File: src/rtl/imem_i2c_loader.sv
// imem_i2c_loader
//   Write-only I2C target that streams a program image into instruction memory
//   as little-endian 32-bit words. It holds the core in reset while a load is
//   in progress, so fetch never sees a half-written image. Read requests are
//   not acknowledged.
//
// Ports
//   clk        system clock (>= 8x SCL)
//   rst        asynchronous active-high reset
//   scl_i      raw SCL pin level
//   sda_i      raw SDA pin level
//   sda_oe     1 = pull SDA low (open drain)
//   mem_we     one-cycle instruction-memory write strobe
//   mem_addr   byte address of the write ({0, word_index, 2'b00})
//   mem_wdata  write data word
//   core_hold  hold request ORed into the core reset
//   load_done  one-cycle pulse at STOP when the transaction wrote a word
//
// state     | meaning
// ----------+-----------------------------------------------------------
// IDLE      | bus free or not addressed; waiting for START
// RX_ADDR   | shifting in the address/RW byte
// ACK_ADDR  | driving the ACK for our write address
// RX_DATA   | shifting in pointer bytes (first two) or data bytes
// ACK_DATA  | driving the ACK for a received byte
// WAIT_STOP | not addressed to us (or read); ignore bits until STOP/START

module imem_i2c_loader #(
  parameter logic [6:0] DEV_ADDR = 7'h2A,
  parameter int         WORD_AW  = 10
) (
  input  logic        clk,
  input  logic        rst,
  input  logic        scl_i,
  input  logic        sda_i,
  output logic        sda_oe,
  output logic        mem_we,
  output logic [31:0] mem_addr,
  output logic [31:0] mem_wdata,
  output logic        core_hold,
  output logic        load_done
);

  typedef enum logic [2:0] {
    IDLE, RX_ADDR, ACK_ADDR, RX_DATA, ACK_DATA, WAIT_STOP
  } state_t;

  state_t state;

  logic scl_s1, scl_s2, scl_d;
  logic sda_s1, sda_s2, sda_d;

  logic [2:0]         bit_cnt;
  logic [6:0]         shreg;
  logic [1:0]         byte_cnt;    // 0: ptr high, 1: ptr low, 2: data bytes
  logic [1:0]         data_cnt;    // byte position within the current word
  logic [7:0]         ptr_hi;
  logic [23:0]        acc;         // lower three bytes of the word being built
  logic [WORD_AW-1:0] word_index;
  logic [WORD_AW-1:0] mem_idx;
  logic               wrote;

  logic       scl_rise, scl_fall, start_det, stop_det;
  logic [7:0] rx_byte;

  // Idle bus level is high, so the synchronizers reset to 1 to avoid a
  // spurious edge right after reset.
  always_ff @(posedge clk or posedge rst) begin
    if (rst) begin
      scl_s1 <= 1'b1;
      scl_s2 <= 1'b1;
      scl_d  <= 1'b1;
      sda_s1 <= 1'b1;
      sda_s2 <= 1'b1;
      sda_d  <= 1'b1;
    end else begin
      scl_s1 <= scl_i;
      scl_s2 <= scl_s1;
      scl_d  <= scl_s2;
      sda_s1 <= sda_i;
      sda_s2 <= sda_s1;
      sda_d  <= sda_s2;
    end
  end

  assign scl_rise  =  scl_s2 & ~scl_d;
  assign scl_fall  = ~scl_s2 &  scl_d;
  // Bus conditions require SCL stable high across the SDA transition.
  assign start_det =  scl_s2 &  scl_d & ~sda_s2 &  sda_d;
  assign stop_det  =  scl_s2 &  scl_d &  sda_s2 & ~sda_d;

  // The byte completes on the 8th rising edge, before sda_s2 is shifted in.
  assign rx_byte = {shreg, sda_s2};

  assign mem_addr = {{(30-WORD_AW){1'b0}}, mem_idx, 2'b00};

  always_ff @(posedge clk or posedge rst) begin
    if (rst) begin
      state      <= IDLE;
      bit_cnt    <= '0;
      shreg      <= '0;
      byte_cnt   <= '0;
      data_cnt   <= '0;
      ptr_hi     <= '0;
      acc        <= '0;
      word_index <= '0;
      mem_idx    <= '0;
      wrote      <= 1'b0;
      sda_oe     <= 1'b0;
      mem_we     <= 1'b0;
      mem_wdata  <= '0;
      core_hold  <= 1'b0;
      load_done  <= 1'b0;
    end else begin
      mem_we    <= 1'b0;
      load_done <= 1'b0;

      if (stop_det) begin
        state     <= IDLE;
        sda_oe    <= 1'b0;
        core_hold <= 1'b0;
        load_done <= wrote;
        wrote     <= 1'b0;
      end else if (start_det) begin
        // Also covers repeated START: pointer must be re-sent, partial word dropped.
        state    <= RX_ADDR;
        bit_cnt  <= '0;
        byte_cnt <= '0;
        data_cnt <= '0;
        acc      <= '0;
        wrote    <= 1'b0;
        sda_oe   <= 1'b0;
      end else begin
        case (state)
          IDLE, WAIT_STOP: ;

          RX_ADDR: begin
            if (scl_rise) begin
              shreg   <= {shreg[5:0], sda_s2};
              bit_cnt <= bit_cnt + 3'd1;
              if (bit_cnt == 3'd7) begin
                if (rx_byte[7:1] == DEV_ADDR && !rx_byte[0]) begin
                  state     <= ACK_ADDR;
                  core_hold <= 1'b1;
                end else begin
                  state <= WAIT_STOP;
                end
              end
            end
          end

          // First falling edge after the 8th bit starts the ACK, the next ends it.
          ACK_ADDR, ACK_DATA: begin
            if (scl_fall) begin
              if (!sda_oe) begin
                sda_oe <= 1'b1;
              end else begin
                sda_oe <= 1'b0;
                state  <= RX_DATA;
              end
            end
          end

          RX_DATA: begin
            if (scl_rise) begin
              shreg   <= {shreg[5:0], sda_s2};
              bit_cnt <= bit_cnt + 3'd1;
              if (bit_cnt == 3'd7) begin
                state <= ACK_DATA;
                case (byte_cnt)
                  2'd0: begin
                    ptr_hi   <= rx_byte;
                    byte_cnt <= 2'd1;
                  end
                  2'd1: begin
                    // Upper pointer bits beyond the image space are dropped.
                    word_index <= WORD_AW'({ptr_hi, rx_byte});
                    byte_cnt   <= 2'd2;
                  end
                  default: begin
                    data_cnt <= data_cnt + 2'd1;
                    case (data_cnt)
                      2'd0: acc[7:0]   <= rx_byte;
                      2'd1: acc[15:8]  <= rx_byte;
                      2'd2: acc[23:16] <= rx_byte;
                      default: begin
                        mem_we     <= 1'b1;
                        mem_idx    <= word_index;
                        mem_wdata  <= {rx_byte, acc};
                        word_index <= word_index + WORD_AW'(1);
                        wrote      <= 1'b1;
                      end
                    endcase
                  end
                endcase
              end
            end
          end

          default: state <= IDLE;
        endcase
      end
    end
  end

endmodule

File: config.mk
export PLATFORM = sky130hd
export DESIGN_NAME = imem_i2c_loader
export DESIGN_NICKNAME = d
export VERILOG_FILES = /design/src/rtl/imem_i2c_loader.sv
export SDC_FILE = /design/constraint.sdc
export NUM_CORES = 1
export LEC_CHECK = 0
export CELL_PAD_IN_SITES_DETAIL_PLACEMENT = 0
export CELL_PAD_IN_SITES_GLOBAL_PLACEMENT = 1
export CORE_MARGIN = 2
export CORE_UTILIZATION = 43
export CTS_CLUSTER_SIZE = 14
export DETAILED_ROUTE_END_ITERATION = 8
export GPL_TIMING_DRIVEN = 0
export HOLD_SLACK_MARGIN = 0.08
export PLACE_DENSITY_LB_ADDON = 0.1
export SLEW_MARGIN = 20
export SYNTH_ARGS = -nofsm -noshare
export SYNTH_HDL_FRONTEND = slang
export SYNTH_SLANG_ARGS = --single-unit
File: constraint.sdc
create_clock -name clk -period 4.4 [get_ports clk]
set_input_delay 0.88 -clock clk [delete_from_list [all_inputs] [get_ports clk]]
set_output_delay 0.88 -clock clk [all_outputs]
set_load 0.005 [all_outputs]
Yosys cells after proc, flatten, opt, wreduce, memory -nomap -nowiden
Index checks and enable logic that the tools add are counted.
{"block": "op_classes", "magnitude_cmp": 0, "n_shift": 0, "n_mul": 0, "eq_ne": 22, "mux": 59, "div_mod_pow": 0, "n_bitwise": 16, "reduce_logical": 41, "add_sub_neg": 3}
{"operator": "$mux 24", "n": 5}
{"operator": "$mux 3", "n": 12}
{"operator": "$mux 1", "n": 26}
{"operator": "$mux 8", "n": 3}
{"operator": "$ne 4x4->1 const B", "n": 6}
{"operator": "$reduce_and 6->1", "n": 4}
{"operator": "$reduce_bool 2->1", "n": 11}
{"operator": "$reduce_and 7->1", "n": 3}
{"operator": "$pmux 10 s2", "n": 1}
{"operator": "$reduce_and 5->1", "n": 4}
{"operator": "$mux 2", "n": 9}
{"operator": "$reduce_bool 3->1", "n": 6}
{"operator": "$pmux 3 s4", "n": 1}
{"operator": "$add 10x1->10 const B", "n": 1}
{"operator": "$mux 10", "n": 1}
{"operator": "$eq 3x3->1 const B", "n": 3}
{"operator": "$not 1->1", "n": 9}
{"operator": "$reduce_or 2->1", "n": 4}
{"operator": "$and 1x1->1", "n": 7}
{"operator": "$eq 7x6->1 const B", "n": 1}
{"operator": "$eq 3x2->1 const B", "n": 2}
{"operator": "$ne 2x1->1 const B", "n": 3}
{"operator": "$ne 3x1->1 const B", "n": 2}
{"operator": "$eq 2x1->1 const B", "n": 2}
{"operator": "14 further kinds", "n": 15}
{"block": "totals", "ram_bits": 0, "register_bits": 106, "romBits": 0, "inputBits": 4, "elab_cells": 164, "mem_count": 0, "latch_bits": 0}

Depth between registers and ports, before layout
Gate-level depths: netlist of run 1.
{"block": "logic_depth", "ltp_word": 9, "mapped_depth": 8, "depth_no_buf": 6}

Worst setup path after synthesis of run 1
OpenSTA, ideal clock, no wires.
{"block": "synth_path", "path_kind": "register to register", "from": "register bit_cnt[0]", "to": "register mem_idx[9]", "arrival_time_ps": 1684, "n_path_buf": 1, "synth_period_minus_slack_ps": 1808, "path_stages_with_launch": 8, "setup_slack_ps": 2592, "cell_sequence": "dfrtp_1 -> ha_1 -> ha_1 -> nand2_1 -> nor2_4 -> nand3_4 -> buf_6 -> mux2_2"}
{"block": "synth_between", "elab_chain_len": 2}
{"element": "from (decl)", "line_no": "53", "source": "logic [2:0] bit_cnt;"}
{"element": "from (signal assigned)", "line_no": "140", "source": "bit_cnt <= bit_cnt + 3'd1;"}
{"element": "from (signal assigned)", "line_no": "167", "source": "bit_cnt <= bit_cnt + 3'd1;"}
{"element": "$eq 3x3->1", "line_no": "168", "source": "if (bit_cnt == 3'd7) begin"}
{"element": "$reduce_and 7->1 (no source line)"}
{"element": "to (signal assigned)", "line_no": "188", "source": "mem_idx <= word_index;"}
{"element": "to (decl)", "line_no": "60", "source": "logic [WORD_AW-1:0] mem_idx;"}
Every way passes these cells.
A chain may end at the register's enable or synchronous reset.

Worst setup path in the final report of run 1
{"block": "layout_path", "from": "register sda_s2", "to": "register acc[3]"}
{"block": "layout_between", "elab_chain_len": 5, "elab_cells_between_ends": 13, "cone_classes": "eq/ne: 1; mux: 1; bitwise: 6; reduce/logical: 5"}
{"element": "from (decl)", "line_no": "51", "source": "logic sda_s1, sda_s2, sda_d;"}
{"element": "from (signal assigned)", "line_no": "81", "source": "sda_s2 <= sda_s1;"}
{"element": "$not 1->1", "line_no": "89", "source": "assign start_det = scl_s2 & scl_d & ~sda_s2 & sda_d;"}
{"element": "$and 1x1->1 (2 in series)", "line_no": "89"}
{"element": "$ne 2x1->1 (no source line) or $reduce_bool 2->1 (tied branches)"}
{"element": "$reduce_and 6->1 (no source line)"}
{"element": "to (signal assigned)", "line_no": "183", "source": "2'd0: acc[7:0] <= rx_byte;"}
{"element": "to (decl)", "line_no": "58", "source": "logic [23:0] acc;"}
Several ways; a longest one is shown, not always the timed one.

==> flow_metrics.py, run 1 <==
metrics = {
    "status": {
        "run_status": "completed",
    },
    "critical_path": {
        "worst_path_most_repeated_cell": "sky130_fd_sc_hd__clkbuf_1",
        "critical_path_peak_fanout": 10,
        "timing.critical_path.required_ns": 4.70,
        "worstSetupStartpointType": "register",
        "path_delay_family": "buffers and inverters",
        "critical_path.cell_chain": "clkbuf_1 > nand4b_1 > clkbuf_1 > nand3_1 > o21ai_0",
        "timing.setup.critical_path_class": "register to register",
        "worstPathArrival_ns": 2.49,
        "worstSetupEndpointType": "register",
        "bufs_and_invs_on_worst_path": 2,
        "critical-path-max-stage-delay_ns": 0.54,
        "worst_path_max_delay_cell": "sky130_fd_sc_hd__dfstp_2",
    },
    "floorplan": {
        "die_h_um": 110,
        "die_area_um2": 12000,
        "die_w_um": 110,
        "initial_core_utilization_pct": 44.1,
        "num_rows": 38,
        "pin_count": 72,
        "fp.coreArea_um2": 10900,
    },
    "placement": {
        "io_buffers": 49,
        "place_worst_setup_slack_ns": 2.15,
        "gpl.final_weighted_congestion": 0.796,
        "dp_hpwl_mm": 7.11,
    },
    "sta": {
        "timing.slew.headroom_pct": 61.6,
        "finClkSkew_ns": 0.0103,
        "report.final.slew_viol_count": 0,
        "final_setup_violation_count": 0,
        "setup_slack_ns": 2.21,
        "layout_min_cycle_time_ns": 2.19,
        "setup_tns_ns": 0,
        "timing_worst_slew_pin_value_ns": 0.576,
        "final-hold-violation-count": 0,
        "final_worst_path_cycle_share_pct": 49.9,
        "grt_setup_unrepaired": "false",
        "maxClockFrequency_ghz": 0.456,
    },
    "synthesis": {
        "ys_async_sr_fraction_pct": 100,
        "synth_ff_type": "sky130_fd_sc_hd__dfrtp_1",
        "yosysUniqueCellTypes": 56,
        "number_of_flops_mapped_to_enable_cells_by_yosys": 0,
        "synthesis.instances": 414,
        "yosysSeqAreaShare_pct": 55.4,
        "synth-warning-count": 0,
        "syn_area_per_cell_um2": 11.6,
        "netlist_area_um2": 4800,
        "synth.ff_latch_count": 106,
    },
    "clock_tree": {
        "worst_skew_pair.late_latency_ns": 0.37,
        "clock_path_buffers": 2,
        "cts_root_buf": "sky130_fd_sc_hd__clkbuf_8",
        "tritoncts": "built",
        "cts-resized-gates": 0,
        "cts_max_level": 3,
        "cts.reportedPaths.clkPinSlew_ns": 0.10,
        "clock_sinks": 106,
        "hold_buffers": 0,
        "cts_post_setup_buffers_inserted": 0,
        "tritoncts.num_buffers": 9,
    },
    "routing": {
        "detail_route.wirelength.met1_mm": 4.80,
        "avgRoutedWirePerCell_um": 16.1,
        "routed_via_density": 5.19,
        "dr_pass1_iterations": 4,
        "top_layer": "met4",
        "drtIter0Drc": 152,
        "antenna_left": 0,
        "met2_length_mm": 4.98,
        "routed-via-count": 3315,
        "total_met3_wirelength_after_detailed_routing_um": 333,
        "wirelength_mm": 10.3,
        "remaining_drc_errors": 0,
    },
    "global_route": {
        "global_route_wire_length_before_repair_mm": 16.8,
        "first_global_vias": 3140,
        "groute.usage.overall_pct": 18.3,
        "grt-ovfl-total": 0,
        "grt_start_max_net_pins": 69,
        "grt_antenna_before_repair": 0,
    },
    "layout": {
        "fraction_of_final_layout_cells_with_drive_strength_greater_than_1_pct": 21.8,
        "syn_to_final_growth_pct": 20.2,
        "layout.cells.most_common": "sky130_fd_sc_hd__dfrtp_1",
        "final_nets": 507,
        "antenna_cells": 0,
        "layout_common_cells": "sky130_fd_sc_hd__dfrtp_1, sky130_fd_sc_hd__clkdlybuf4s50_1, sky130_fd_sc_hd__nand2_1",
    },
    "power": {
        "switching_share_pct": 28.1,
        "seq_power_share_pct": 59.3,
        "comb_power_share_pct": 8.5,
        "part_of_the_power_in_the_clock_network_pct": 32.2,
        "p_sw_mw": 0.533,
        "total_power_mw": 1.89,
        "static-leakage-power_nw": 2.75,
        "p_per_area_nw_per_um2": 328,
        "worst_ir_drop_vdd_mv": 0.163,
        "power.internal_mw": 1.36,
    },
    "flow_run": {
        "drv_cap": 0,
    },
    "min_path": {
        "hold_path_class": "register to register",
    },
}
synth_stat cells, types with 2 or more instances:
cell type / number / share of area (%)
sky130_fd_sc_hd__nor2_1: 14 / 1.1
sky130_fd_sc_hd__a21oi_1: 16 / 1.7
sky130_fd_sc_hd__nand2_1: 48 / 3.8
sky130_fd_sc_hd__nand4_2: 2 / 0.52
sky130_fd_sc_hd__buf_2: 5 / 0.52
sky130_fd_sc_hd__and2_1: 2 / 0.26
sky130_fd_sc_hd__nor3_1: 2 / 0.21
sky130_fd_sc_hd__a211oi_1: 2 / 0.31
sky130_fd_sc_hd__nand3_1: 25 / 2.6
sky130_fd_sc_hd__a31oi_1: 3 / 0.39
sky130_fd_sc_hd__and4_1: 3 / 0.55
sky130_fd_sc_hd__a211o_1: 2 / 0.37
sky130_fd_sc_hd__inv_1: 9 / 0.70
sky130_fd_sc_hd__mux2_1: 2 / 0.47
sky130_fd_sc_hd__dfstp_2: 6 / 3.3
sky130_fd_sc_hd__ha_1: 7 / 1.8
sky130_fd_sc_hd__a22o_1: 2 / 0.37
sky130_fd_sc_hd__clkbuf_1: 12 / 0.94
sky130_fd_sc_hd__a41o_1: 2 / 0.42
sky130_fd_sc_hd__xnor2_1: 2 / 0.37
sky130_fd_sc_hd__nand2b_1: 2 / 0.26
sky130_fd_sc_hd__o22ai_1: 3 / 0.39
sky130_fd_sc_hd__o21bai_1: 2 / 0.31
sky130_fd_sc_hd__buf_4: 23 / 3.6
sky130_fd_sc_hd__nand4_1: 3 / 0.39
sky130_fd_sc_hd__o22a_1: 3 / 0.55
sky130_fd_sc_hd__nand4b_1: 2 / 0.37
sky130_fd_sc_hd__nor4b_1: 2 / 0.37
sky130_fd_sc_hd__o21ai_1: 6 / 0.63
sky130_fd_sc_hd__dfrtp_1: 100 / 52
sky130_fd_sc_hd__buf_6: 7 / 1.6
sky130_fd_sc_hd__nor4bb_1: 2 / 0.42
sky130_fd_sc_hd__mux2_2: 43 / 10
sky130_fd_sc_hd__and4b_1: 3 / 0.63
sky130_fd_sc_hd__o21ai_0: 26 / 2.7
kinds of logic (layout without fill, tap and decap cells):
kind of cell,count (synthesis),count (layout),synth area share (%)
simple gates,122,122,14.4
flops,106,106,55.4
compound gates,74,74,9.70
buf+inv,56,120,7.40
mux,46,46,10.8
fa+ha+maj,7,7,1.82
xor+xnor,2,2,0.365
other cells,1,22,0.0781
state kept, by name, indices dropped and copies added, names as in the netlist, 3 cells and up:
| signal | cells |
|---|---|
| acc | 24 |
| bit_cnt | 3 |
| mem_idx | 10 |
| mem_wdata | 32 |
| shreg | 7 |
| state | 3 |
| word_index | 10 |
power groups by stage:
| stage | combinational, mW | clock, mW | sequential, mW |
|---|---|---|---|
| floorplan | 0.123 | 0 | 1.09 |
| global placement | 0.151 | 0 | 1.14 |
| detailed placement | 0.162 | 0 | 1.14 |
| CTS | 0.163 | 0.620 | 1.12 |
| global route | 0.187 | 0.659 | 1.13 |
| finish | 0.161 | 0.610 | 1.12 |
layout make-up:
type                       instances  area, um^2
tap                              140         175
clock inverter                     4        53.8
multi-input combinational        273        1860
sequential                       106        2660
timing repair buffer              50         518
buffer                            47         322
inverter                           9        38.8
clock buffer                      10         138
fill                             974        5120
path summary, 6_finish.rpt:
kind	start	to	slack [ns]	depth (start not counted)
worst min-delay path	sda_s1	sda_s2	0.36	0
max in group asynchronous	rst	mem_wdata[15]	2.88	3
worst min register to register	sda_s1	sda_s2	0.36	0
worst max-delay path	sda_s2	acc[3]	2.21	5
min in group asynchronous	rst	mem_wdata[2]	0.87	2
worst max register to register	sda_s2	acc[3]	2.21	5
through the flow:
step                      hold WS [ns]  instance area (um^2)  cells  utilization (%)
after floorplan                  0.345                  4880    435                -
after global placement           0.346                  5540    624             50.9
after detailed placement         0.348                  5580    625             51.2
after CTS                        0.361                  5770    639             53.0
after global routing             0.370                  5770    639             53.0
final                            0.359                  5770    639             53.0
metal layers:
metal	vias to the layer above	track usage [%]
li1	1574	-
met1	1648	26.0
met2	80	28.9
met3	13	2.19
met4	0	6.78
met5	-	0
Note: power is estimated with default switching activity, not from simulation.
==> inputs of run 2 (changes only) <==
--- a/config.mk
+++ b/config.mk
@@ -8,7 +8,7 @@
 export CELL_PAD_IN_SITES_DETAIL_PLACEMENT = 0
 export CELL_PAD_IN_SITES_GLOBAL_PLACEMENT = 1
 export CORE_MARGIN = 2
-export CORE_UTILIZATION = 43
+export CORE_UTILIZATION = 39
 export CTS_CLUSTER_SIZE = 14
 export DETAILED_ROUTE_END_ITERATION = 8
 export GPL_TIMING_DRIVEN = 0
==> constraint.sdc (replaced) <==
create_clock -name clk -period 1.9 [get_ports clk]
set_input_delay 0.38 -clock clk [delete_from_list [all_inputs] [get_ports clk]]
set_output_delay 0.38 -clock clk [all_outputs]
set_load 0.005 [all_outputs]
==> run 2 against run 1 <==
Non-clock buffer count is 7 higher; final cell count is 2.5% higher; worst hold slack worse by 0.0017 ns; sequential cell count stayed put; sequential power is 130% higher; critical path depth is 1 higher; global-route usage is 1.5 points lower; die area is 9.9% higher; clock-buffer cell count stayed put; sequential share of layout area is 2.0 points lower; routed wire length hardly changed; first-iteration DRC count is 16% higher; largest cell class unchanged; largest power group unchanged.
==> flow_metrics.py, run 2 (synthesized netlist as in run 1, its figures left out) <==
metrics = {
    "min_path": {
        "holdPathStages": 0,
        "worst_hold_startpoint": "sda_s1",
        "hold_path_class": "register to register",
        "min_delay_worst_endpoint": "sda_s2",
    },
    "critical_path": {
        "timing.setup.critical_path_class": "register to register",
        "r2r_slack_ns": 0.08,
        "worstSetupEndpointType": "register",
        "timing.critical_path.required_ns": 2.13,
        "worstPathArrival_ns": 2.05,
        "reg2regPathDepth": 6,
        "critical_path_peak_fanout": 10,
        "reg2reg_from": "scl_s2",
        "worstReg2RegEnd": "mem_wdata[22]",
        "worstSetupStartpointType": "register",
    },
    "clock_tree": {
        "cts_root_buf": "sky130_fd_sc_hd__clkbuf_16",
        "cts_max_level": 3,
        "tritoncts.num_buffers": 9,
        "clock_sinks": 106,
        "hold_buffers": 0,
        "worst_skew_pair.late_latency_ns": 0.35,
        "tritoncts": "built",
        "cts.reportedPaths.clkPinSlew_ns": 0.07,
        "clock_path_buffers": 2,
    },
    "global_route": {
        "global_route_wire_length_before_repair_mm": 17.1,
        "grt_start_max_net_pins": 36,
        "grt_antenna_before_repair": 0,
        "groute.usage.overall_pct": 16.9,
        "first_global_vias": 3219,
        "grt-ovfl-total": 0,
    },
    "power": {
        "static-leakage-power_nw": 2.89,
        "worst_ir_drop_vdd_mv": 0.335,
        "p_per_area_nw_per_um2": 814,
    },
    "sta": {
        "final_worst_path_cycle_share_pct": 95.8,
        "layout_min_cycle_time_ns": 1.82,
        "timing.slew.headroom_pct": 58.5,
        "maxClockFrequency_ghz": 0.549,
        "whs_ns": 0.358,
        "timing_worst_slew_pin_value_ns": 0.621,
        "report.final.slew_viol_count": 0,
        "final-hold-violation-count": 0,
        "finClkSkew_ns": 0.00978,
        "final_setup_violation_count": 0,
    },
    "routing": {
        "remaining_drc_errors": 0,
        "antenna_left": 0,
        "avgRoutedWirePerCell_um": 15.7,
        "routed_via_density": 5.03,
        "dr_pass1_iterations": 5,
        "routed-via-count": 3295,
        "drtIter0Drc": 177,
        "wirelength_mm": 10.3,
    },
    "layout": {
        "layout_common_cells": "sky130_fd_sc_hd__dfrtp_1, sky130_fd_sc_hd__clkdlybuf4s50_1, sky130_fd_sc_hd__nand2_1",
        "final_design_area_no_fill_um2": 6020,
        "fillCellCount": 1106,
        "core_utilization_of_the_finished_layout_pct": 50.1,
        "largest_reg_flops": 32,
        "layout.cells.most_common": "sky130_fd_sc_hd__dfrtp_1",
        "fraction_of_final_layout_cells_with_drive_strength_greater_than_1_pct": 25.6,
        "syn_to_final_growth_pct": 25.5,
        "regMostFlops": "mem_wdata",
        "antenna_cells": 0,
        "final_nets": 514,
        "layout_top_registers": "mem_wdata (32), acc (24)",
    },
    "flow_run": {
        "drv_cap": 0,
    },
    "floorplan": {
        "die_w_um": 115,
        "initial_core_utilization_pct": 40.0,
        "die_area_um2": 13200,
        "die_h_um": 115,
        "fp.coreArea_um2": 12000,
        "num_rows": 40,
        "pin_count": 72,
    },
    "placement": {
        "gpl.final_weighted_congestion": 0.816,
        "dp_hpwl_mm": 7.23,
        "io_buffers": 49,
        "detailed_place.area_um2": 5620,
    },
    "status": {
        "run_status": "completed",
    },
}
## run 2: changes by cell type in the layout (fill, tap and decap cells not counted), moves of 2 or more
cell and delta:
sky130_fd_sc_hd__clkbuf_2 +6, sky130_fd_sc_hd__clkbuf_1 -7, sky130_fd_sc_hd__buf_2 -2, sky130_fd_sc_hd__nand4_4 +2, sky130_fd_sc_hd__clkbuf_4 +2, sky130_fd_sc_hd__clkbuf_8 -10
sky130_fd_sc_hd__nand4_2 -2, sky130_fd_sc_hd__buf_4 +5, sky130_fd_sc_hd__buf_12 +3, sky130_fd_sc_hd__buf_6 +2, sky130_fd_sc_hd__clkbuf_16 +9
## run 2: final cells by class
cell class                 count  area, um^2  area share, %
timing repair buffer          57         588           9.76
inverter                       9        37.5          0.623
tap                          147         184           3.05
sequential                   106        2660           44.2
clock buffer                  10         229           3.80
clock inverter                 6        73.8           1.23
multi-input combinational    273        1900           31.6
buffer                        47         349           5.80
## run 2: routing by layer
metal / vias to the layer above / global-route usage (%) / share of wire (%)
met1: 1618 / 24.4 / 49
met4: 0 / 6.27 / 1.5
li1: 1602 / - / -
met2: 61 / 25.3 / 47
met5: - / 0 / 0
met3: 14 / 3.11 / 3.0
## run 2: metrics by stage
stage / std cells / total power [mW] / worst slack [ns] / setup TNS (ns)
after floorplan: 435 / 2.80 / 0.0915 / 0
after global placement: 631 / 3.00 / -0.846 / -96.79
after detailed placement: 634 / 3.03 / -0.344 / -11.78
after CTS: 650 / 4.95 / -0.0287 / -0.0749
after global routing: 655 / 5.12 / -0.000403 / -0.000403
final: 655 / 4.90 / 0.0793 / 0
## run 2: critical path, stage by stage (launching register included)
cell and delay [ns]:
sky130_fd_sc_hd__dfstp_2 0.53, sky130_fd_sc_hd__buf_4 0.16, sky130_fd_sc_hd__nand4bb_4 0.14, sky130_fd_sc_hd__nor2_4 0.18
sky130_fd_sc_hd__nand3_4 0.17, sky130_fd_sc_hd__buf_6 0.21, sky130_fd_sc_hd__mux2_1 0.31
## run 2: how the worst max path moves through the flow
stage,slack (ns),from,cells past startpoint,to
after global placement,-0.85,rst,2,mem_idx[1]
after global routing,-0.0004,scl_s2,6,mem_wdata[22]
after CTS,-0.03,scl_s2,7,acc[17]
after floorplan,0.09,bit_cnt[0],7,mem_idx[9]
final,0.08,scl_s2,6,mem_wdata[22]
after detailed placement,-0.34,sda_s2,5,acc[3]
## run 2: timing repair
item	4_1_cts	5_1_grt
resized for setup	9	19
buffers inserted	0	5
endpoints found under the setup margin	68	71
pin swaps	1	2
## run 2: power breakdown
| group | leakage, nW | internal, mW | switching (mW) |
|---|---|---|---|
| clock network | 0.141 | 1.04 | 0.862 |
| registers | 1.45 | 2.36 | 0.246 |
| logic | 1.29 | 0.169 | 0.221 |
